--- config.mk ---
export PLATFORM = sky130hd
export DESIGN_NAME = multicycle_control_fsm
export DESIGN_NICKNAME = d
export VERILOG_FILES = /design/src/rtl/riscv_ctrl_pkg.sv /design/src/rtl/alu_decoder.sv /design/src/rtl/multicycle_control_fsm.sv
export SDC_FILE = /design/constraint.sdc
export NUM_CORES = 1
export LEC_CHECK = 0
export ABC_CLOCK_PERIOD_IN_PS = 5970
export BUFFER_PORTS_ARGS = -buffer_cell sky130_fd_sc_hd__buf_2
export CAP_MARGIN = 20
export CORE_MARGIN = 2
export CORE_UTILIZATION = 40
export DETAILED_ROUTE_END_ITERATION = 8
export PLACE_DENSITY = 0.69
export SYNTH_ARGS = -nofsm -noshare
export SYNTH_HDL_FRONTEND = slang
export SYNTH_HIERARCHICAL = 1
export SYNTH_SLANG_ARGS = --single-unit
--- constraint.sdc ---
create_clock -name clk -period 5.97 [get_ports clk]
set_clock_uncertainty 0.15 [all_clocks]
set_input_delay 1.194 -clock clk [delete_from_list [all_inputs] [get_ports clk]]
set_output_delay 1.194 -clock clk [all_outputs]
set_load 0.005 [all_outputs]
--- src/rtl/riscv_ctrl_pkg.sv ---
// Shared encodings for the multicycle RV32I control path.
// Holds the control FSM state enum, the supported opcodes, the datapath mux
// select encodings, the ALU operation encodings and the ImmSrc decode helper.
package riscv_ctrl_pkg;

  typedef enum logic [3:0] {
    S_FETCH    = 4'd0,
    S_DECODE   = 4'd1,
    S_MEMADR   = 4'd2,
    S_MEMREAD  = 4'd3,
    S_MEMWB    = 4'd4,
    S_MEMWRITE = 4'd5,
    S_EXECUTER = 4'd6,
    S_EXECUTEI = 4'd7,
    S_ALUWB    = 4'd8,
    S_BEQ      = 4'd9,
    S_JAL      = 4'd10
  } state_t;

  typedef enum logic [1:0] {
    ALUOP_ADD   = 2'b00,
    ALUOP_SUB   = 2'b01,
    ALUOP_FUNCT = 2'b10
  } alu_op_t;

  localparam logic [6:0] OP_LW    = 7'b0000011;
  localparam logic [6:0] OP_SW    = 7'b0100011;
  localparam logic [6:0] OP_RTYPE = 7'b0110011;
  localparam logic [6:0] OP_ITYPE = 7'b0010011;
  localparam logic [6:0] OP_BEQ   = 7'b1100011;
  localparam logic [6:0] OP_JAL   = 7'b1101111;

  localparam logic [1:0] IMM_I = 2'b00;
  localparam logic [1:0] IMM_S = 2'b01;
  localparam logic [1:0] IMM_B = 2'b10;
  localparam logic [1:0] IMM_J = 2'b11;

  localparam logic [1:0] SRCA_PC    = 2'b00;
  localparam logic [1:0] SRCA_OLDPC = 2'b01;
  localparam logic [1:0] SRCA_RD1   = 2'b10;

  localparam logic [1:0] SRCB_RD2  = 2'b00;
  localparam logic [1:0] SRCB_IMM  = 2'b01;
  localparam logic [1:0] SRCB_FOUR = 2'b10;

  localparam logic [1:0] RES_ALUOUT    = 2'b00;
  localparam logic [1:0] RES_DATA      = 2'b01;
  localparam logic [1:0] RES_ALURESULT = 2'b10;

  localparam logic [2:0] ALU_ADD = 3'b000;
  localparam logic [2:0] ALU_SUB = 3'b001;
  localparam logic [2:0] ALU_AND = 3'b010;
  localparam logic [2:0] ALU_OR  = 3'b011;
  localparam logic [2:0] ALU_SLT = 3'b101;

  // Immediate format selected purely from the opcode; unknown opcodes fall back to I-type.
  function automatic logic [1:0] imm_src_decode(input logic [6:0] op);
    logic [1:0] imm;
    case (op)
      OP_LW, OP_ITYPE: imm = IMM_I;
      OP_SW:           imm = IMM_S;
      OP_BEQ:          imm = IMM_B;
      OP_JAL:          imm = IMM_J;
      default:         imm = IMM_I;
    endcase
    return imm;
  endfunction

endpackage

--- src/rtl/alu_decoder.sv ---
// ALU operation decoder.
// Ports:
//   alu_op      - requested class of operation (add, sub, or derive from funct)
//   funct3      - instr[14:12]
//   op5         - instr[5], distinguishes R-type (1) from I-type ALU (0)
//   funct7b5    - instr[30]
//   alu_control - 3-bit ALU operation select
module alu_decoder
  import riscv_ctrl_pkg::*;
(
  input  alu_op_t    alu_op,
  input  logic [2:0] funct3,
  input  logic       op5,
  input  logic       funct7b5,
  output logic [2:0] alu_control
);

  // Map the FSM's ALU request and the instruction funct fields onto an ALU operation.
  always_comb begin
    alu_control = ALU_ADD;
    case (alu_op)
      ALUOP_ADD: alu_control = ALU_ADD;
      ALUOP_SUB: alu_control = ALU_SUB;
      ALUOP_FUNCT: begin
        case (funct3)
          // addi has no sub form, so instr[30] only selects sub for R-type
          3'b000: begin
            if (op5 && funct7b5) begin
              alu_control = ALU_SUB;
            end else begin
              alu_control = ALU_ADD;
            end
          end
          3'b010:  alu_control = ALU_SLT;
          3'b110:  alu_control = ALU_OR;
          3'b111:  alu_control = ALU_AND;
          default: alu_control = ALU_ADD;
        endcase
      end
      default: alu_control = ALU_ADD;
    endcase
  end

endmodule

--- src/rtl/multicycle_control_fsm.sv ---
// Main control FSM of the multicycle RV32I core.
// Sequences the shared ALU, memory port and immediate extender through
// fetch/decode/execute/memory/writeback steps and waits on MemReady in the
// memory-access states.
// Ports:
//   clk, rst                 - clock, synchronous active-high reset
//   op, funct3, funct7b5     - instruction fields from the instruction register
//   Zero                     - ALU zero flag (branch resolution)
//   MemReady                 - memory access completes this cycle
//   ImmSrc                   - immediate format to the extender
//   ALUSrcA, ALUSrcB         - ALU operand selects
//   ALUControl               - ALU operation
//   ResultSrc, AdrSrc        - result and memory address selects
//   IRWrite, PCWrite         - instruction register / PC load strobes
//   RegWrite, MemWrite       - register-file / data-memory write strobes
//   Illegal                  - unsupported opcode seen in DECODE
module multicycle_control_fsm
  import riscv_ctrl_pkg::*;
(
  input  logic       clk,
  input  logic       rst,
  input  logic [6:0] op,
  input  logic [2:0] funct3,
  input  logic       funct7b5,
  input  logic       Zero,
  input  logic       MemReady,
  output logic [1:0] ImmSrc,
  output logic [1:0] ALUSrcA,
  output logic [1:0] ALUSrcB,
  output logic [2:0] ALUControl,
  output logic [1:0] ResultSrc,
  output logic       AdrSrc,
  output logic       IRWrite,
  output logic       PCWrite,
  output logic       RegWrite,
  output logic       MemWrite,
  output logic       Illegal
);

  state_t  state_r;
  state_t  state_next_s;
  alu_op_t alu_op_s;
  logic    ir_write_s;
  logic    pc_write_s;
  logic    reg_write_s;
  logic    mem_write_s;
  logic    illegal_s;

  // State register; reset aborts any instruction in flight and restarts at FETCH.
  always_ff @(posedge clk) begin
    if (rst) begin
      state_r <= S_FETCH;
    end else begin
      state_r <= state_next_s;
    end
  end

  // Next-state and per-state datapath controls.
  always_comb begin
    state_next_s = S_FETCH;
    alu_op_s     = ALUOP_ADD;
    ALUSrcA      = SRCA_PC;
    ALUSrcB      = SRCB_RD2;
    ResultSrc    = RES_ALUOUT;
    AdrSrc       = 1'b0;
    ir_write_s   = 1'b0;
    pc_write_s   = 1'b0;
    reg_write_s  = 1'b0;
    mem_write_s  = 1'b0;
    illegal_s    = 1'b0;
    case (state_r)
      S_FETCH: begin
        ALUSrcB    = SRCB_FOUR;
        ResultSrc  = RES_ALURESULT;
        // PC+4 and the fetched word are only committed once memory delivers
        ir_write_s = MemReady;
        pc_write_s = MemReady;
        if (MemReady) begin
          state_next_s = S_DECODE;
        end else begin
          state_next_s = S_FETCH;
        end
      end
      S_DECODE: begin
        // ALU precomputes the branch target OldPC+imm while the opcode is decoded
        ALUSrcA = SRCA_OLDPC;
        ALUSrcB = SRCB_IMM;
        case (op)
          OP_LW, OP_SW: state_next_s = S_MEMADR;
          OP_RTYPE:     state_next_s = S_EXECUTER;
          OP_ITYPE:     state_next_s = S_EXECUTEI;
          OP_BEQ:       state_next_s = S_BEQ;
          OP_JAL:       state_next_s = S_JAL;
          default: begin
            illegal_s    = 1'b1;
            state_next_s = S_FETCH;
          end
        endcase
      end
      S_MEMADR: begin
        ALUSrcA = SRCA_RD1;
        ALUSrcB = SRCB_IMM;
        if (op == OP_SW) begin
          state_next_s = S_MEMWRITE;
        end else begin
          state_next_s = S_MEMREAD;
        end
      end
      S_MEMREAD: begin
        AdrSrc = 1'b1;
        if (MemReady) begin
          state_next_s = S_MEMWB;
        end else begin
          state_next_s = S_MEMREAD;
        end
      end
      S_MEMWB: begin
        ResultSrc    = RES_DATA;
        reg_write_s  = 1'b1;
        state_next_s = S_FETCH;
      end
      S_MEMWRITE: begin
        AdrSrc      = 1'b1;
        // write request stays up until the memory accepts it
        mem_write_s = 1'b1;
        if (MemReady) begin
          state_next_s = S_FETCH;
        end else begin
          state_next_s = S_MEMWRITE;
        end
      end
      S_EXECUTER: begin
        ALUSrcA      = SRCA_RD1;
        ALUSrcB      = SRCB_RD2;
        alu_op_s     = ALUOP_FUNCT;
        state_next_s = S_ALUWB;
      end
      S_EXECUTEI: begin
        ALUSrcA      = SRCA_RD1;
        ALUSrcB      = SRCB_IMM;
        alu_op_s     = ALUOP_FUNCT;
        state_next_s = S_ALUWB;
      end
      S_ALUWB: begin
        reg_write_s  = 1'b1;
        state_next_s = S_FETCH;
      end
      S_BEQ: begin
        // ALUOut still holds the target computed in DECODE
        ALUSrcA      = SRCA_RD1;
        ALUSrcB      = SRCB_RD2;
        alu_op_s     = ALUOP_SUB;
        pc_write_s   = Zero;
        state_next_s = S_FETCH;
      end
      S_JAL: begin
        // PC takes the target from ALUOut while the ALU forms the link value OldPC+4
        ALUSrcA      = SRCA_OLDPC;
        ALUSrcB      = SRCB_FOUR;
        pc_write_s   = 1'b1;
        state_next_s = S_ALUWB;
      end
      default: begin
        state_next_s = S_FETCH;
      end
    endcase
  end

  assign ImmSrc   = imm_src_decode(op);

  // no architectural side effect may escape while reset is held
  assign IRWrite  = ir_write_s  & ~rst;
  assign PCWrite  = pc_write_s  & ~rst;
  assign RegWrite = reg_write_s & ~rst;
  assign MemWrite = mem_write_s & ~rst;
  assign Illegal  = illegal_s   & ~rst;

  alu_decoder u_alu_decoder (
    .alu_op      (alu_op_s),
    .funct3      (funct3),
    .op5         (op[5]),
    .funct7b5    (funct7b5),
    .alu_control (ALUControl)
  );

endmodule

==> Word level (Yosys, flattened, before mapping) <==
Index checks and enable logic that the tools add are counted.
{ "classes": {"eq_ne": 21, "bitwise": 6, "n_reduce_logical": 13, "muxes": 21} }
{ "op_table": {"columns": ["op", "n"], "rows": [
  ["4-bit one-hot mux with 6 select lines", 1],
  ["4-bit one-hot mux with 5 select lines", 1],
  ["4-bit by 3-bit == test with 1-bit output, second input constant", 4],
  ["2-bit one-hot mux with 2 select lines", 4],
  ["7-bit by 6-bit == test with 1-bit output, second input constant", 2],
  ["7-bit == test, second input constant", 2],
  ["4-bit == test, second input constant", 3],
  ["3-bit one-hot mux with 4 select lines", 1],
  ["2-bit OR reduction", 6],
  ["3-bit two-way mux", 3],
  ["4-bit by 2-bit == test with 1-bit output, second input constant", 2],
  ["1-bit two-way mux", 8],
  ["7-bit by 2-bit == test with 1-bit output, second input constant", 1],
  ["7-bit by 5-bit == test with 1-bit output, second input constant", 1],
  ["3-bit == test, second input constant", 2],
  ["2-bit one-hot mux with 3 select lines", 1],
  ["3-bit one-hot mux with 2 select lines", 1],
  ["3-bit OR reduction", 2],
  ["6-bit OR reduction", 1],
  ["1-bit bitwise AND", 5],
  ["4-bit by 1-bit == test with 1-bit output, second input constant", 1],
  ["4-bit zero test", 1],
  ["4-bit OR reduction", 1],
  ["3-bit by 2-bit == test with 1-bit output, second input constant", 1],
  ["other kinds (6)", 6]
]} }
{ "totals": {"register_bits": 4, "inputBits": 15, "out_inout_bits": 17} }

==> Depth between registers and ports, before layout <==
{ "depth": {"word_depth": 5, "depth_mapped": 7, "ltp_nobuf": 6} }

==> Modules after synthesis <==
The synthesis kept the hierarchy.
{ "by_module_without_submodules": {"columns": ["module", "instances", "area_per_inst_um2", "cells_each"], "rows": [
  ["multicycle_control_fsm", 1, 563.0, 85],
  ["alu_decoder", 1, 96.3, 11]
]} }

==> Least setup slack after synthesis <==
Ideal clock, no wire load.
{ "synth_path": {"path_type": "input to output", "from": "input port op[4]", "to": "output port Illegal", "arrival_ns": 1.793, "required_ns": 4.626, "slack_ns": 2.833, "path_stages": 4, "path_cell_list": "nand2b_1 > nand2_1 > a21o_1 > a311oi_1"} }
{ "synth_via": {"elab_chain_cells": 5, "elab_cells_between_ends": 10} }
{ "synth_lines": {"columns": ["item", "line_no", "rtl"], "rows": [
  ["from (decl)", "multicycle_control_fsm.sv:22", "input logic [6:0] op,"],
  ["7-bit by 6-bit == test with 1-bit output, or another cell as far along", "multicycle_control_fsm.sv:88", "case (op)"],
  ["6-bit OR reduction (no line) (*)", null, null],
  ["1-bit two-way mux (*)", "multicycle_control_fsm.sv:88", null],
  ["1-bit two-way mux (*)", "multicycle_control_fsm.sv:71", "case (state_r)"],
  ["1-bit bitwise AND (*)", "multicycle_control_fsm.sv:176", "assign Illegal = illegal_s & ~rst;"],
  ["to (decl)", "multicycle_control_fsm.sv:37", "output logic Illegal"]
]} }
Mark *: on every way between the ends. The rest lies on a longest branch, timed or not.

==> Final worst setup path <==
{ "layout_path": {"from": "register state_r[3]", "to": "output port ALUControl[2]"} }
{ "layout_via": {"elab_chain_cells": 5, "elab_cells_between_ends": 8} }
{ "layout_lines": {"columns": ["item", "line_no", "rtl"], "rows": [
  ["from (decl)", "multicycle_control_fsm.sv:40", "state_t state_r;"],
  ["from (signal assigned)", "multicycle_control_fsm.sv:54", "state_r <= state_next_s;"],
  ["4-bit by 3-bit == test with 1-bit output", "multicycle_control_fsm.sv:71", null],
  ["2-bit OR reduction (no line)", null, null],
  ["2-bit one-hot mux with 2 select lines (*)", "multicycle_control_fsm.sv:71", null],
  ["net alu_op_s[0]", "multicycle_control_fsm.sv:42", "alu_op_t alu_op_s;"],
  ["2-bit == test or 2-bit by 1-bit == test with 1-bit output (tied branches)", "alu_decoder.sv:21", "case (alu_op)"],
  ["3-bit one-hot mux with 2 select lines (*)", "alu_decoder.sv:21", null],
  ["to (decl)", "multicycle_control_fsm.sv:30", "output logic [2:0] ALUControl,"]
]} }
The timed path passes the listed nets; every way through them passes the cells marked *.

==> out/results.tsv <==
metric	value	unit
switching_share	31.0	%
top_register	state_r	
grt_max_degree	19	
pwr-share-clk	38.8	%
fp.dieH	44.6	microns
gp_congestion	0.792	
via_count	824	
synth_edf_count	0	
pwr-share-seq	32.6	%
fill_cells	170	
irDropWorstVdd	0.117	mV
io_buffer_count	31	
ys_types	40	
critPathMaxFanout	18	
hold_viol	0	
seq_area_frac_synth	12.1	%
syn_to_final_growth	25.4	%
slew_headroom	63.3	%
min_period	3480	ps
cts_tree	done	
largest_reg_flops	4	
run_status	completed	
track_usage	19.9	%
start_kind	register	
synthesis.area	659	sq um
tns	0	ps
synth_top_area_share	12.1	%
combPwrFrac	28.5	%
finalSetupViolations	0	
wl	1750	microns
synth_compound_area_share	29.6	%
synth_top_family_by_area	simple AND/OR/NAND/NOR gates	
p_switching	0.0000279	W
diodes	0	
wl_per_cell	12.4	microns
crit_type	register to output port	
synth.area.mux_share	1.52	%
worst_slew_pin_slew	550	ps
via_per_inst	5.84	
synth_nets	113	
start_util	43.3	%
maxCapViolations	0	
clock_sinks	4	
drive_above_1_share	31.2	%
cts-root-buf	clkbuf_4	
dpl.hpwl	1410	microns
drt_iter0_markers	23	
cts.path.max_buffers	2	
slowest_delay	660	ps
h-tree-depth	1	
synth_fa_ha_area_share	3.80	%
final_antenna_net_count	0	
clk_pin_slew	40	ps
multi_input_area	531	sq um
grt_pass1_wl	3040	microns
cts_setup_buffers	0	
postLayoutSetupSlackWorst	2490	ps
route.detailed.drc	0	
fmax	287	MHz
hold_path.class	register to register	
rsz0062_at_grt	no	
slew_violations	0	
io_pins	32	
crit_path_top_delay_cell	dfxtp_1	
ff_latch_area	80.1	sq um
power_leakage	0.374	nW
clkLatencyLatePin	240	ps
worstPathArrival	2140	ps
yosys.area_share.xor_xnor	2.66	%
ctsResizeCount	0	
die-area	1990	sq um
yosysWarningCount	6	
grt_pass1_vias	707	
crit_chain	nand2b_1 > nor2_1 > inv_1 > ha_1 > nor4b_1 > buf_2	
nets	144	
async_flop_share	0	%
firstDrtPassIters	4	
core	1520	sq um
gr-total-overflow	0	
yosysTopAreaCell	dfxtp_1	
core.rowCount	14	
synth_cells	96	
antenna_found_initial	0	
p_int	0.0000622	W
postSynthAreaPerCell	6.87	sq um
ys.flop_type	dfxtp_1	
yosys.area_share.simple	42.9	%
die_x	44.6	microns
hold_buffers	0	
synth.area.top_cells	dfxtp_1 (12%), nor2_1 (9.1%), a21oi_1 (6.1%), nand2b_1 (4.7%), ha_1 (3.8%)	
powerDensity	109	nW/um^2
preCtsSetupSlack	2520	ps
largest_registers	state_r (4)	
cts_buffers	3	
min_period_over_period	58.4	%
worst_ep_required_time	4630	ps
crit_path_end_kind	output port	
ys_ff_latch	4	
-- area by class of cell --
cell class,instances,share of cell area (%)
sequential,4,9.68
timing repair buffer,31,18.8
multi-input combinational,82,64.1
inverter,5,2.27
clock buffer,3,2.72
tap,16,2.42
-- placed cells by master (no fill, tap or decap), types with 2 or more instances in the layout --
master / n
nor2_1: 16
nor3_1: 5
nand2b_1: 5
nor4_1: 2
or3_1: 2
nand3_1: 3
a211oi_1: 2
a21o_1: 2
o21ai_0: 4
buf_2: 31
ha_1: 2
nor4b_1: 2
a21oi_1: 8
nand2_1: 3
inv_1: 5
nor2b_1: 2
o32a_1: 2
and2b_1: 2
clkbuf_4: 3
dfxtp_1: 4
-- layer usage --
metal	share of wire (%)	GRT usage (%)	vias up
met4	0	3.64	0
li1	-	-	416
met3	6.6	3.67	0
met5	0	0	-
met1	47	28.5	380
met2	47	31.0	28
-- critical path, delay by kind of cell, from the launching register on --
kind | cells | cell delay (ps)
and+or+nand+nor | 3 | 680
DFF | 1 | 660
adders and majority gates | 1 | 330
buffers and inverters | 2 | 230
-- synthesized netlist by cell type (2+ instances only) --
cell	count
a211oi_1	2
a21o_1	2
a21oi_1	8
and2b_1	2
buf_2	3
buf_4	2
dfxtp_1	4
ha_1	2
inv_1	5
nand2_1	3
nand2b_1	5
nand3_1	3
nor2_1	16
nor2b_1	2
nor3_1	5
nor4_1	2
nor4b_1	2
o21ai_0	4
o32a_1	2
or3_1	2
-- cell families after synthesis --
kind of cell             count (synthesis)
flip-flops                               4
AO/OA/AOI/OAI                           27
multiplexers                             1
AND/OR/NAND/NOR                         50
adder cells (fa/ha/maj)                  2
buffers and inverters                   10
XOR/XNOR                                 2
-- final timing paths --
kind              start             to  slack, ps  cells after the start
min          state_r[1]     state_r[1]        610                      2
max reg2reg  state_r[0]     state_r[0]       4250                      4
min reg2reg  state_r[1]     state_r[1]        610                      2
max          state_r[3]  ALUControl[2]       2490                      6
-- power by group through the flow --
stage | sequential (W) | clock [W] | combinational [W]
after floorplan | 0.0000283 | 0 | 0.0000149
after global placement | 0.0000298 | 0 | 0.0000251
after detailed placement | 0.0000298 | 0 | 0.0000257
after CTS | 0.0000294 | 0.0000346 | 0.0000258
after global routing | 0.0000296 | 0.0000374 | 0.0000294
final | 0.0000294 | 0.0000350 | 0.0000257
-- through the flow --
stage               cell area (sq um)  utilization (%)  hold WS (ps)  total power (W)  cells
floorplan                         659                -           496        0.0000432     96
finish                            827             54.3           612        0.0000901    141
detailed placement                805             52.8           596        0.0000555    138
CTS                               827             54.3           603        0.0000898    141
global placement                  805             52.8           603        0.0000549    138
global route                      827             54.3           673        0.0000964    141
(Power assumes the default switching activity.)
